==> src/rtl/dprintf_char_writer_if.sv <==
// dprintf request channel: requester holds valid/address/data until it samples ack.
interface dprintf_char_writer_if;
  logic        valid;
  logic [15:0] address;
  logic [63:0] data_0;
  logic [63:0] data_1;
  logic [63:0] data_2;
  logic [63:0] data_3;
  logic        ack;

  modport master (
    output valid,
    output address,
    output data_0,
    output data_1,
    output data_2,
    output data_3,
    input  ack
  );

  modport slave (
    input  valid,
    input  address,
    input  data_0,
    input  data_1,
    input  data_2,
    input  data_3,
    output ack
  );
endinterface

==> src/rtl/dprintf_char_writer.sv <==
// Expands a captured 32-byte dprintf request into display SRAM character writes.
// Optional build macro DPRINTF_CHAR_WRITER_ZERO_SUPPRESS_EN enables 0xC0-0xCF zero-suppressed hex fields.
module dprintf_char_writer (
  input  logic                        clk,
  input  logic                        clk__enable,
  input  logic                        reset_n,
  dprintf_char_writer_if.slave        dprintf_req,
  output logic                        display_sram_write__enable,
  output logic [15:0]                 display_sram_write__address,
  output logic [7:0]                  display_sram_write__data,
  output logic                        busy
);

  typedef enum logic [0:0] {
    IDLE,
    EXPAND
  } state_t;

  state_t      state_q, state_d;
  logic [7:0]  bytes_q [32];
  logic [7:0]  bytes_d [32];
  logic [4:0]  ptr_q, ptr_d;
  logic        nib_lo_q, nib_lo_d;
  logic [4:0]  hex_cnt_q, hex_cnt_d;
  logic        zs_q, zs_d;
  logic        seen_q, seen_d;
  logic [15:0] addr_q, addr_d;
  logic        busy_q, busy_d;
  logic        ack_q, ack_d;
  logic        we_q, we_d;
  logic [15:0] wa_q, wa_d;
  logic [7:0]  wd_q, wd_d;

  logic [255:0] req_flat;
  logic [7:0]   cur_byte;
  logic [3:0]   nib;
  logic [7:0]   digit_char;
  logic [5:0]   ptr_inc;
  logic         is_hex;
  logic         is_lit;
  logic         suppress;
  logic         advance;
  logic         finish;

  assign req_flat = {dprintf_req.data_0, dprintf_req.data_1,
                     dprintf_req.data_2, dprintf_req.data_3};
  assign cur_byte = bytes_q[ptr_q];
  assign nib      = nib_lo_q ? cur_byte[3:0] : cur_byte[7:4];
  assign ptr_inc  = {1'b0, ptr_q} + 6'd1;
  assign is_lit   = (cur_byte != 8'h00) && !cur_byte[7];

`ifdef DPRINTF_CHAR_WRITER_ZERO_SUPPRESS_EN
  assign is_hex = (cur_byte[7:4] == 4'h8) || (cur_byte[7:4] == 4'hC);
`else
  assign is_hex = (cur_byte[7:4] == 4'h8);
`endif

  // Leading zeros blank out only in suppress fields; the last digit is always real.
  assign suppress = zs_q && !seen_q && (nib == 4'h0) && (hex_cnt_q != 5'd1);

  always_comb begin
    if (suppress) begin
      digit_char = 8'h20;
    end else if (nib < 4'd10) begin
      digit_char = 8'h30 + {4'h0, nib};
    end else begin
      digit_char = 8'h57 + {4'h0, nib};
    end
  end

  always_comb begin
    state_d   = state_q;
    bytes_d   = bytes_q;
    ptr_d     = ptr_q;
    nib_lo_d  = nib_lo_q;
    hex_cnt_d = hex_cnt_q;
    zs_d      = zs_q;
    seen_d    = seen_q;
    addr_d    = addr_q;
    busy_d    = busy_q;
    ack_d     = 1'b0;
    we_d      = 1'b0;
    wa_d      = wa_q;
    wd_d      = wd_q;
    advance   = 1'b0;
    finish    = 1'b0;

    if (clk__enable) begin
      case (state_q)
        IDLE: begin
          if (dprintf_req.valid && !ack_q) begin
            for (int unsigned i = 0; i < 32; i++) begin
              bytes_d[i] = req_flat[255 - 8*i -: 8];
            end
            addr_d    = dprintf_req.address;
            ptr_d     = 5'd0;
            nib_lo_d  = 1'b0;
            hex_cnt_d = 5'd0;
            zs_d      = 1'b0;
            seen_d    = 1'b0;
            ack_d     = 1'b1;
            busy_d    = 1'b1;
            state_d   = EXPAND;
          end
        end

        EXPAND: begin
          if (hex_cnt_q != 5'd0) begin
            we_d      = 1'b1;
            wa_d      = addr_q;
            wd_d      = digit_char;
            addr_d    = addr_q + 16'd1;
            hex_cnt_d = hex_cnt_q - 5'd1;
            if (nib != 4'h0) begin
              seen_d = 1'b1;
            end
            // A field ending on a high nibble drops the low nibble of that byte.
            if ((hex_cnt_q == 5'd1) || nib_lo_q) begin
              advance  = 1'b1;
              nib_lo_d = 1'b0;
            end else begin
              nib_lo_d = 1'b1;
            end
          end else if (cur_byte == 8'hFF) begin
            finish = 1'b1;
          end else if (is_lit) begin
            we_d    = 1'b1;
            wa_d    = addr_q;
            wd_d    = cur_byte;
            addr_d  = addr_q + 16'd1;
            advance = 1'b1;
          end else if (is_hex) begin
            hex_cnt_d = {1'b0, cur_byte[3:0]} + 5'd1;
            zs_d      = cur_byte[6];
            seen_d    = 1'b0;
            nib_lo_d  = 1'b0;
            advance   = 1'b1;
          end else begin
            advance = 1'b1;
          end

          if (advance) begin
            if (ptr_inc[5]) begin
              finish = 1'b1;
            end else begin
              ptr_d = ptr_inc[4:0];
            end
          end

          if (finish) begin
            state_d   = IDLE;
            busy_d    = 1'b0;
            hex_cnt_d = 5'd0;
          end
        end

        default: begin
          state_d = IDLE;
          busy_d  = 1'b0;
        end
      endcase
    end
  end

  always_ff @(posedge clk or negedge reset_n) begin
    if (!reset_n) begin
      state_q   <= IDLE;
      for (int unsigned i = 0; i < 32; i++) begin
        bytes_q[i] <= '0;
      end
      ptr_q     <= '0;
      nib_lo_q  <= 1'b0;
      hex_cnt_q <= '0;
      zs_q      <= 1'b0;
      seen_q    <= 1'b0;
      addr_q    <= '0;
      busy_q    <= 1'b0;
      ack_q     <= 1'b0;
      we_q      <= 1'b0;
      wa_q      <= '0;
      wd_q      <= '0;
    end else begin
      state_q   <= state_d;
      bytes_q   <= bytes_d;
      ptr_q     <= ptr_d;
      nib_lo_q  <= nib_lo_d;
      hex_cnt_q <= hex_cnt_d;
      zs_q      <= zs_d;
      seen_q    <= seen_d;
      addr_q    <= addr_d;
      busy_q    <= busy_d;
      ack_q     <= ack_d;
      we_q      <= we_d;
      wa_q      <= wa_d;
      wd_q      <= wd_d;
    end
  end

  assign dprintf_req.ack             = ack_q;
  assign display_sram_write__enable  = we_q;
  assign display_sram_write__address = wa_q;
  assign display_sram_write__data    = wd_q;
  assign busy                        = busy_q;

endmodule
==> src/flat_wrapper.sv <==
// flat-port wrapper written by rule: the top's interface ports become plain ports
module dprintf_char_writer_flat 
  (clk, clk__enable, reset_n, display_sram_write__enable, display_sram_write__address, display_sram_write__data, busy, dprintf_req_valid, dprintf_req_address, dprintf_req_data_0, dprintf_req_data_1, dprintf_req_data_2, dprintf_req_data_3, dprintf_req_ack);
  dprintf_char_writer_if dprintf_req_i ();
  input  logic clk;
  input  logic clk__enable;
  input  logic reset_n;
  output logic display_sram_write__enable;
  output logic [15:0] display_sram_write__address;
  output logic [7:0] display_sram_write__data;
  output logic busy;
  input wire logic [$bits(dprintf_req_i.valid)-1:0] dprintf_req_valid;
  input wire logic [$bits(dprintf_req_i.address)-1:0] dprintf_req_address;
  input wire logic [$bits(dprintf_req_i.data_0)-1:0] dprintf_req_data_0;
  input wire logic [$bits(dprintf_req_i.data_1)-1:0] dprintf_req_data_1;
  input wire logic [$bits(dprintf_req_i.data_2)-1:0] dprintf_req_data_2;
  input wire logic [$bits(dprintf_req_i.data_3)-1:0] dprintf_req_data_3;
  output wire logic [$bits(dprintf_req_i.ack)-1:0] dprintf_req_ack;
  assign dprintf_req_i.valid = dprintf_req_valid;
  assign dprintf_req_i.address = dprintf_req_address;
  assign dprintf_req_i.data_0 = dprintf_req_data_0;
  assign dprintf_req_i.data_1 = dprintf_req_data_1;
  assign dprintf_req_i.data_2 = dprintf_req_data_2;
  assign dprintf_req_i.data_3 = dprintf_req_data_3;
  assign dprintf_req_ack = dprintf_req_i.ack;
  dprintf_char_writer u_core (.clk(clk), .clk__enable(clk__enable), .reset_n(reset_n), .dprintf_req(dprintf_req_i), .display_sram_write__enable(display_sram_write__enable), .display_sram_write__address(display_sram_write__address), .display_sram_write__data(display_sram_write__data), .busy(busy));
endmodule
==> config.mk <==
export PLATFORM = sky130hd
export DESIGN_NAME = dprintf_char_writer_flat
export DESIGN_NICKNAME = d
export VERILOG_FILES = /design/src/rtl/dprintf_char_writer_if.sv /design/src/rtl/dprintf_char_writer.sv /design/src/flat_wrapper.sv
export SDC_FILE = /design/constraint.sdc
export NUM_CORES = 1
export LEC_CHECK = 0
export CORE_MARGIN = 3
export CORE_UTILIZATION = 47
export CTS_CLUSTER_SIZE = 28
export DETAILED_ROUTE_END_ITERATION = 12
export GPL_ROUTABILITY_DRIVEN = 1
export HOLD_SLACK_MARGIN = 0.02
export PLACE_DENSITY = 0.84
export SETUP_SLACK_MARGIN = 0.2
export SYNTH_ARGS = -nofsm -noshare
export SYNTH_HDL_FRONTEND = slang
export SYNTH_SLANG_ARGS = --single-unit
==> constraint.sdc <==
create_clock -name clk -period 3.45 [get_ports clk]
set_input_delay 0.8625 -clock clk [delete_from_list [all_inputs] [get_ports clk]]
set_output_delay 0.8625 -clock clk [all_outputs]
set_load 0.05 [all_outputs]
# After elaboration in Yosys (flattened, before gate mapping)
# Cells that the tools add are included.
[classes]
n_mux = 66
bitwise_logic = 2
reduce_logical = 23
n_addsub = 6
n_eq_ne = 21
magnitude_cmp = 2
[op_table]
columns = ["cell", "n"]
rows = [
  ["$mux W16", 7],
  ["$mux W8", 7],
  ["$bmux W8 S5", 1],
  ["$mux W5", 8],
  ["$mux W1", 34],
  ["$pmux W16 S2", 1],
  ["$pmux W5 S2", 2],
  ["$add A16 B1 Y16 const B", 1],
  ["$ne A3 B3 Y1 const B", 5],
  ["$ne A2 B2 Y1 const B", 7],
  ["$ne A4 B4 Y1 const B", 3],
  ["$reduce_and A4 Y1", 3],
  ["$reduce_and A6 Y1", 2],
  ["$pmux W1 S2", 5],
  ["$reduce_and A5 Y1", 2],
  ["$add A7 B4 Y8 const A", 1],
  ["$eq A8 B8 Y1 const B", 1],
  ["$reduce_bool A8 Y1", 1],
  ["$add A6 B4 Y7 const A", 1],
  ["$add A5 B1 Y6 const B", 1],
  ["$ge A6 B6 Y1 const B", 1],
  ["$not A5 Y6", 1],
  ["$reduce_and A3 Y1", 2],
  ["$add A4 B1 Y5 const B", 1],
  ["15 further kinds", 22],
]
[word_totals]
register_bits = 313
output_inout_bits = 27
elab_cells = 164
input_bits = 276

# Longest topological paths before layout
[depth]
word_depth = 14
depth_mapped = 18
mapped_depth_nobuf = 12

# Least setup slack after synthesis
# No wires, ideal clock.
[synth_timing]
path_type = "flip-flop to flip-flop"
from = "reg u_core.ptr_q[0]"
to = "reg u_core.wd_q[1] (netlist: u_core.display_sram_write__data[1])"
t_arrival_ps = 3451
required_time_ps = 3325
setup_slack_ps = -126
n_path_buf = 5
period_less_slack_ps = 3576
stages_incl_launch_ff = 16
setup_ps = 125
path_cell_list = "dfrtp_1 buf_6 buf_6 buf_6 buf_6 buf_4 mux4_2 mux2_2 a31oi_1 nand2_1 a21oi_2 ha_1 nand3_1 o41ai_2 o32ai_1 mux2_4"
[synth_via]
elab_chain_cells = 10
elab_cells_between_ends = 23
cone_classes = "add/sub (2); order compare (1); eq/ne (2); mux (9); bitwise (1); reduce/logical (8)"
[synth_rtl]
columns = ["element", "line_no", "text"]
rows = [
  ["start: declaration", "dprintf_char_writer.sv:22", "logic [4:0] ptr_q, ptr_d;"],
  ["start signal: assignment", "dprintf_char_writer.sv:185", "ptr_q <= ptr_d;"],
  ["$not A5 Y6 (not written as such) (*)", "dprintf_char_writer.sv:47", "assign cur_byte = bytes_q[ptr_q];"],
  ["$bmux W8 S5 (*)", "dprintf_char_writer.sv:47", ""],
  ["$mux W8 (not written as such) (*) (2 in a row)", "dprintf_char_writer.sv:47", ""],
  ["branches (longest 6 deep; another with $add A7 B4 Y8)", "--", ""],
  ["end signal: assignment", "dprintf_char_writer.sv:195", "wd_q <= wd_d;"],
  ["end: declaration", "dprintf_char_writer.sv:32", "logic [7:0] wd_q, wd_d;"],
]
# Every way passes the cells marked *. The select of a mux whose other input is x is not followed.
# A chain may end at the register's enable or synchronous reset.

# Worst setup path after layout
[layout_timing]
from = "reg u_core.ptr_q[0]"
to = "reg u_core.addr_q[15]"
[layout_via]
elab_chain_cells = 8
elab_cells_between_ends = 11
cone_classes = "eq/ne (3); mux (3); bitwise (1); reduce/logical (4)"
[layout_rtl]
columns = ["element", "line_no", "text"]
rows = [
  ["$not A5 Y6 (not written as such) (*)", "dprintf_char_writer.sv:47", ""],
  ["$bmux W8 S5 (*)", "dprintf_char_writer.sv:47", ""],
  ["$mux W8 (not written as such) (*) (2 in a row)", "dprintf_char_writer.sv:47", ""],
  ["$reduce_bool A8 Y1 or $logic_not A1 Y1 (tied branches)", "dprintf_char_writer.sv:50", "assign is_lit = (cur_byte != 8'h00) && !cur_byte[7];"],
  ["$logic_and A1 B1 Y1", "dprintf_char_writer.sv:50", ""],
  ["$ne A3 B3 Y1 (no line)", "--", ""],
  ["$reduce_and A4 Y1 (no line) (*)", "--", ""],
  ["end signal: assignment", "dprintf_char_writer.sv:190", "addr_q <= addr_d;"],
  ["end: declaration", "dprintf_char_writer.sv:27", "logic [15:0] addr_q, addr_d;"],
]
# Mark *: on every way between the ends. The rest lies on a longest branch, timed or not. The select of a mux whose other input is x is not followed.

==> flow_metrics.tcl <==
set metrics [dict create \
    place_hpwl_mm 32.6 \
    netSwitchingPower_mw 4.13 \
    totalNegativeSetupSlack_ns 0 \
    clock_skew_ns 0.0189 \
    global_route.usage.total_pct 27.0 \
    gp_congestion 0.893 \
    seq_area_frac_synth_pct 53.0 \
    worst_slack_ns 0.0583 \
    final-setup-viol-count 0 \
    final_hold_fails 0 \
    clock_path_buffers 3 \
    syn_inst 1605 \
    peakVddDrop_mv 0.336 \
    avgViaCountPerCell 5.62 \
    period_minus_ws_final_ns 3.39 \
    flow.area_growth_from_synthesis_pct 39.2 \
    timing_worst_slew_pin_value_ns 1.08 \
    layout_worst_path_cycle_share_pct 98.3 \
    detailedRoute.firstIterationViolations 1192 \
    core_mm2 0.0307 \
    ratio_of_cells_with_drive_above_1_in_the_final_layout_pct 15.6 \
    numPortBuffers 302 \
    finalHoldWorstSlack_ns 0.357 \
    finalWirelength_mm 47.2 \
    rsz0062_at_grt "true" \
    power_per_cell_area_mw_per_mm2 611 \
    power.share.combinational_pct 37.4 \
    share_of_total_power_consumed_by_net_switching_pct 32.8 \
    required_ns 3.86 \
    io-pin-count 303 \
    dr_wl_met2_mm 22.9 \
    cts_root_buffer "clkbuf_16" \
    r2r_start "u_core.ptr_q[0]" \
    drt_wl_cell_um 19.9 \
    final_count_of_pins_violating_max_slew 0 \
    cts.sink_count 313 \
    async_flop_share_pct 100 \
    tritoncts.num_buffers 34 \
    cap_viol_max_count 0 \
    antenna_found_initial 1 \
    holdCritPathClass "in2async" \
    holdBufCountCts 0 \
    initial_utilization_pct 48.1 \
    globalRoute.totalOverflow 0 \
    placementRows 64 \
    clkPwrFrac_pct 28.8 \
    place_ws_ns -0.00786 \
    ant_nets 0 \
    cellInternalPower_mw 8.45 \
    synth.ff_latch_count 313 \
    final-instance-count-excl-fill 2367 \
    pleak_nw 10.1 \
    grt_start_max_net_pins 174 \
    drc 0 \
    start_kind "flip-flop" \
    seq_power_share_pct 33.8 \
    syn_area_mm2 0.0148 \
    fmax_mhz 295 \
    critPathLaunch "u_core.ptr_q[0]" \
    ys_dominant_reg_cell "dfrtp_1" \
    clk-insertion-delay-late_ns 0.52 \
    synth_edf_count 0 \
    area_of_the_die_mm2 0.0336 \
    met3RoutedLength_mm 3.56 \
    yosysUniqueCellTypes 64 \
    worstPathArrival_ns 3.80 \
    dr.max_layer_used "met4" \
    synth_fp_nets 1889 \
    global_route_wire_length_before_repair_mm 71.8 \
    tritoncts "built" \
    clk_pin_slew_worst_paths_ns 0.07 \
    fin_area_mm2 0.0206 \
    dr_total_vias 13300 \
    htreeDepth 2 \
    grt_pass1_vias 13500 \
    avg_inst_size_synth_um2 9.21 \
    end_kind "flip-flop" \
    run_status "complete, no violations" \
    detail_route.first_pass.iterations 5 \
    die_height_um 183 \
    timing.setup.critical_path_class "reg2reg" \
    synthesis.yosys.warnings 0 \
    die_w_um 183 \
    wirelength_met1_mm 19.0 \
    critical_path_fanout_max 6 \
    fin_nets 2229 \
    detailed_place.area_mm2 0.0186 \
    place.detailed.instances 2274 \
    slew_headroom_pct 27.5 \
    filler_cell_count 2244 \
]
-- cells by family (layout without fill, tap and decap cells) --
logic type | count (synthesis) | after routing | synth area share (%)
AOI/OAI and AO/OA | 135 | 136 | 6.44
muxes | 106 | 106 | 11.4
DFF | 313 | 313 | 53.0
other | 0 | 1 | 0
and+or+nand+nor | 925 | 925 | 24.7
adders and majority gates | 8 | 8 | 0.677
buffers and inverters | 113 | 477 | 3.44
xor gates and xnor gates | 5 | 5 | 0.296
-- cell usage after synthesis (all sizes together) (2+ instances only) --
library cell	number	area (um2)
a221oi	6	52.6
mux2	22	255
o21ai	33	176
a41o	4	40.0
nand2b	7	43.8
ha	8	100
a41oi	4	35.0
or3	3	18.8
mux4	46	1040
nor2	28	105
dfrtp	313	7830
a31oi	6	37.5
nand2	819	3070
o221ai	5	43.8
nor3b	3	22.5
o32ai	2	17.5
o41ai	2	25.0
a21o	5	37.5
nand3	14	70.1
a211o	4	35.0
nor2b	7	43.8
nor4	4	25.0
xnor2	4	35.0
clkbuf	70	263
inv	15	56.3
nand3b	2	15.0
and3	8	50.1
nand4	4	25.0
and4	3	26.3
mux2i	38	393
a211oi	3	22.5
and2	8	50.1
o31ai	4	30.0
o221a	3	33.8
o21a	5	37.5
a22oi	7	52.6
a21oi	20	104
buf	28	189
a22o	7	61.3
o22ai	8	50.1
nor3	11	55.1
-- worst max-delay path: stages, from the launching register on --
cell and delay (ns):
dfrtp_4 0.53, buf_12 0.15, mux4_2 0.52, a22o_1 0.29, a211o_1 0.26, a222oi_1 0.34
buf_4 0.20, a41o_1 0.24, buf_6 0.13, buf_4 0.12, a21oi_4 0.07, nand3_2 0.12
o21ai_2 0.06, a221oi_2 0.25
-- registers in the layout, indices dropped and copies added, names as in the netlist, 5 cells and up --
register and cells:
u_core.addr_q 16, u_core.display_sram_write__address 16, u_core.bytes_q 256, u_core.display_sram_write__data 8, u_core.hex_cnt_q 5, u_core.ptr_q 5
-- power groups by stage --
stage | sequential (mW) | combinational (mW) | clock [mW]
floorplan | 4.29 | 2.22 | 0
global placement | 4.26 | 3.77 | 0
detailed placement | 4.27 | 3.83 | 0
CTS | 4.21 | 4.13 | 3.65
global route | 4.27 | 4.98 | 3.82
finish | 4.24 | 4.71 | 3.62
-- layout by cell type, fill, tap and decap left out, drive strengths merged, types with 5 or more instances in the layout --
cell type,Yosys,layout
nor2b,7,7
buf,28,96
a21o,5,5
nand3,14,14
and3,8,8
nand2b,7,7
a31oi,6,6
nor3,11,11
mux2,22,22
o21a,5,5
a21oi,20,21
clkdlybuf4s50,0,301
a22oi,7,7
a221oi,6,6
mux4,46,46
nand2,819,819
ha,8,8
o221ai,5,5
nor2,28,28
and2,8,8
o21ai,33,33
a22o,7,7
dfrtp,313,313
mux2i,38,38
o22ai,8,8
clkbuf,70,49
inv,15,17
clkinv,0,8
-- through the flow --
stage	power [mW]	util, %
final	12.6	66.9
after global routing	13.1	66.9
after CTS	12.0	64.8
after detailed placement	8.10	60.4
after global placement	8.03	60.4
after floorplan	6.51	-
-- worst paths after layout --
kind / endpoint / slack (ns) / cells after the start
hold / removal: u_core.bytes_q[178] / 0.36 / 1
max in group asynchronous: u_core.bytes_q[249] / 2.24 / 2
setup / recovery: u_core.addr_q[15] / 0.06 / 13
setup reg to reg: u_core.addr_q[15] / 0.06 / 13
hold reg to reg: u_core.bytes_q[46] / 0.47 / 2
min in group clk: u_core.bytes_q[46] / 0.47 / 2
-- what timing repair did --
item	4_1_cts	5_1_grt
setup buffers	12	13
setup endpoints to repair	50	52
gates resized for setup	24	112
gates cloned	3	3
pin swaps	10	27
-- area by class of cell --
| class | instances | area, um2 | share of cell area [%] |
|---|---|---|---|
| flip-flops and latches | 313 | 7840 | 38.1 |
| multi-input cells | 1180 | 6960 | 33.8 |
| repair buffers | 401 | 4110 | 20.0 |
| clock buffers | 46 | 926 | 4.50 |
| well taps | 396 | 495 | 2.41 |
| clock inverters | 15 | 174 | 0.846 |
| inverters | 15 | 63.8 | 0.310 |
| diodes | 1 | 2.50 | 0.0122 |
-- routing by layer --
metal | track usage, % | up-vias
li1 | - | 5970
met1 | 36.7 | 6552
met2 | 43.6 | 659
met3 | 5.12 | 122
met4 | 10.3 | 0
met5 | 0 | -
(Power assumes the default switching activity.)
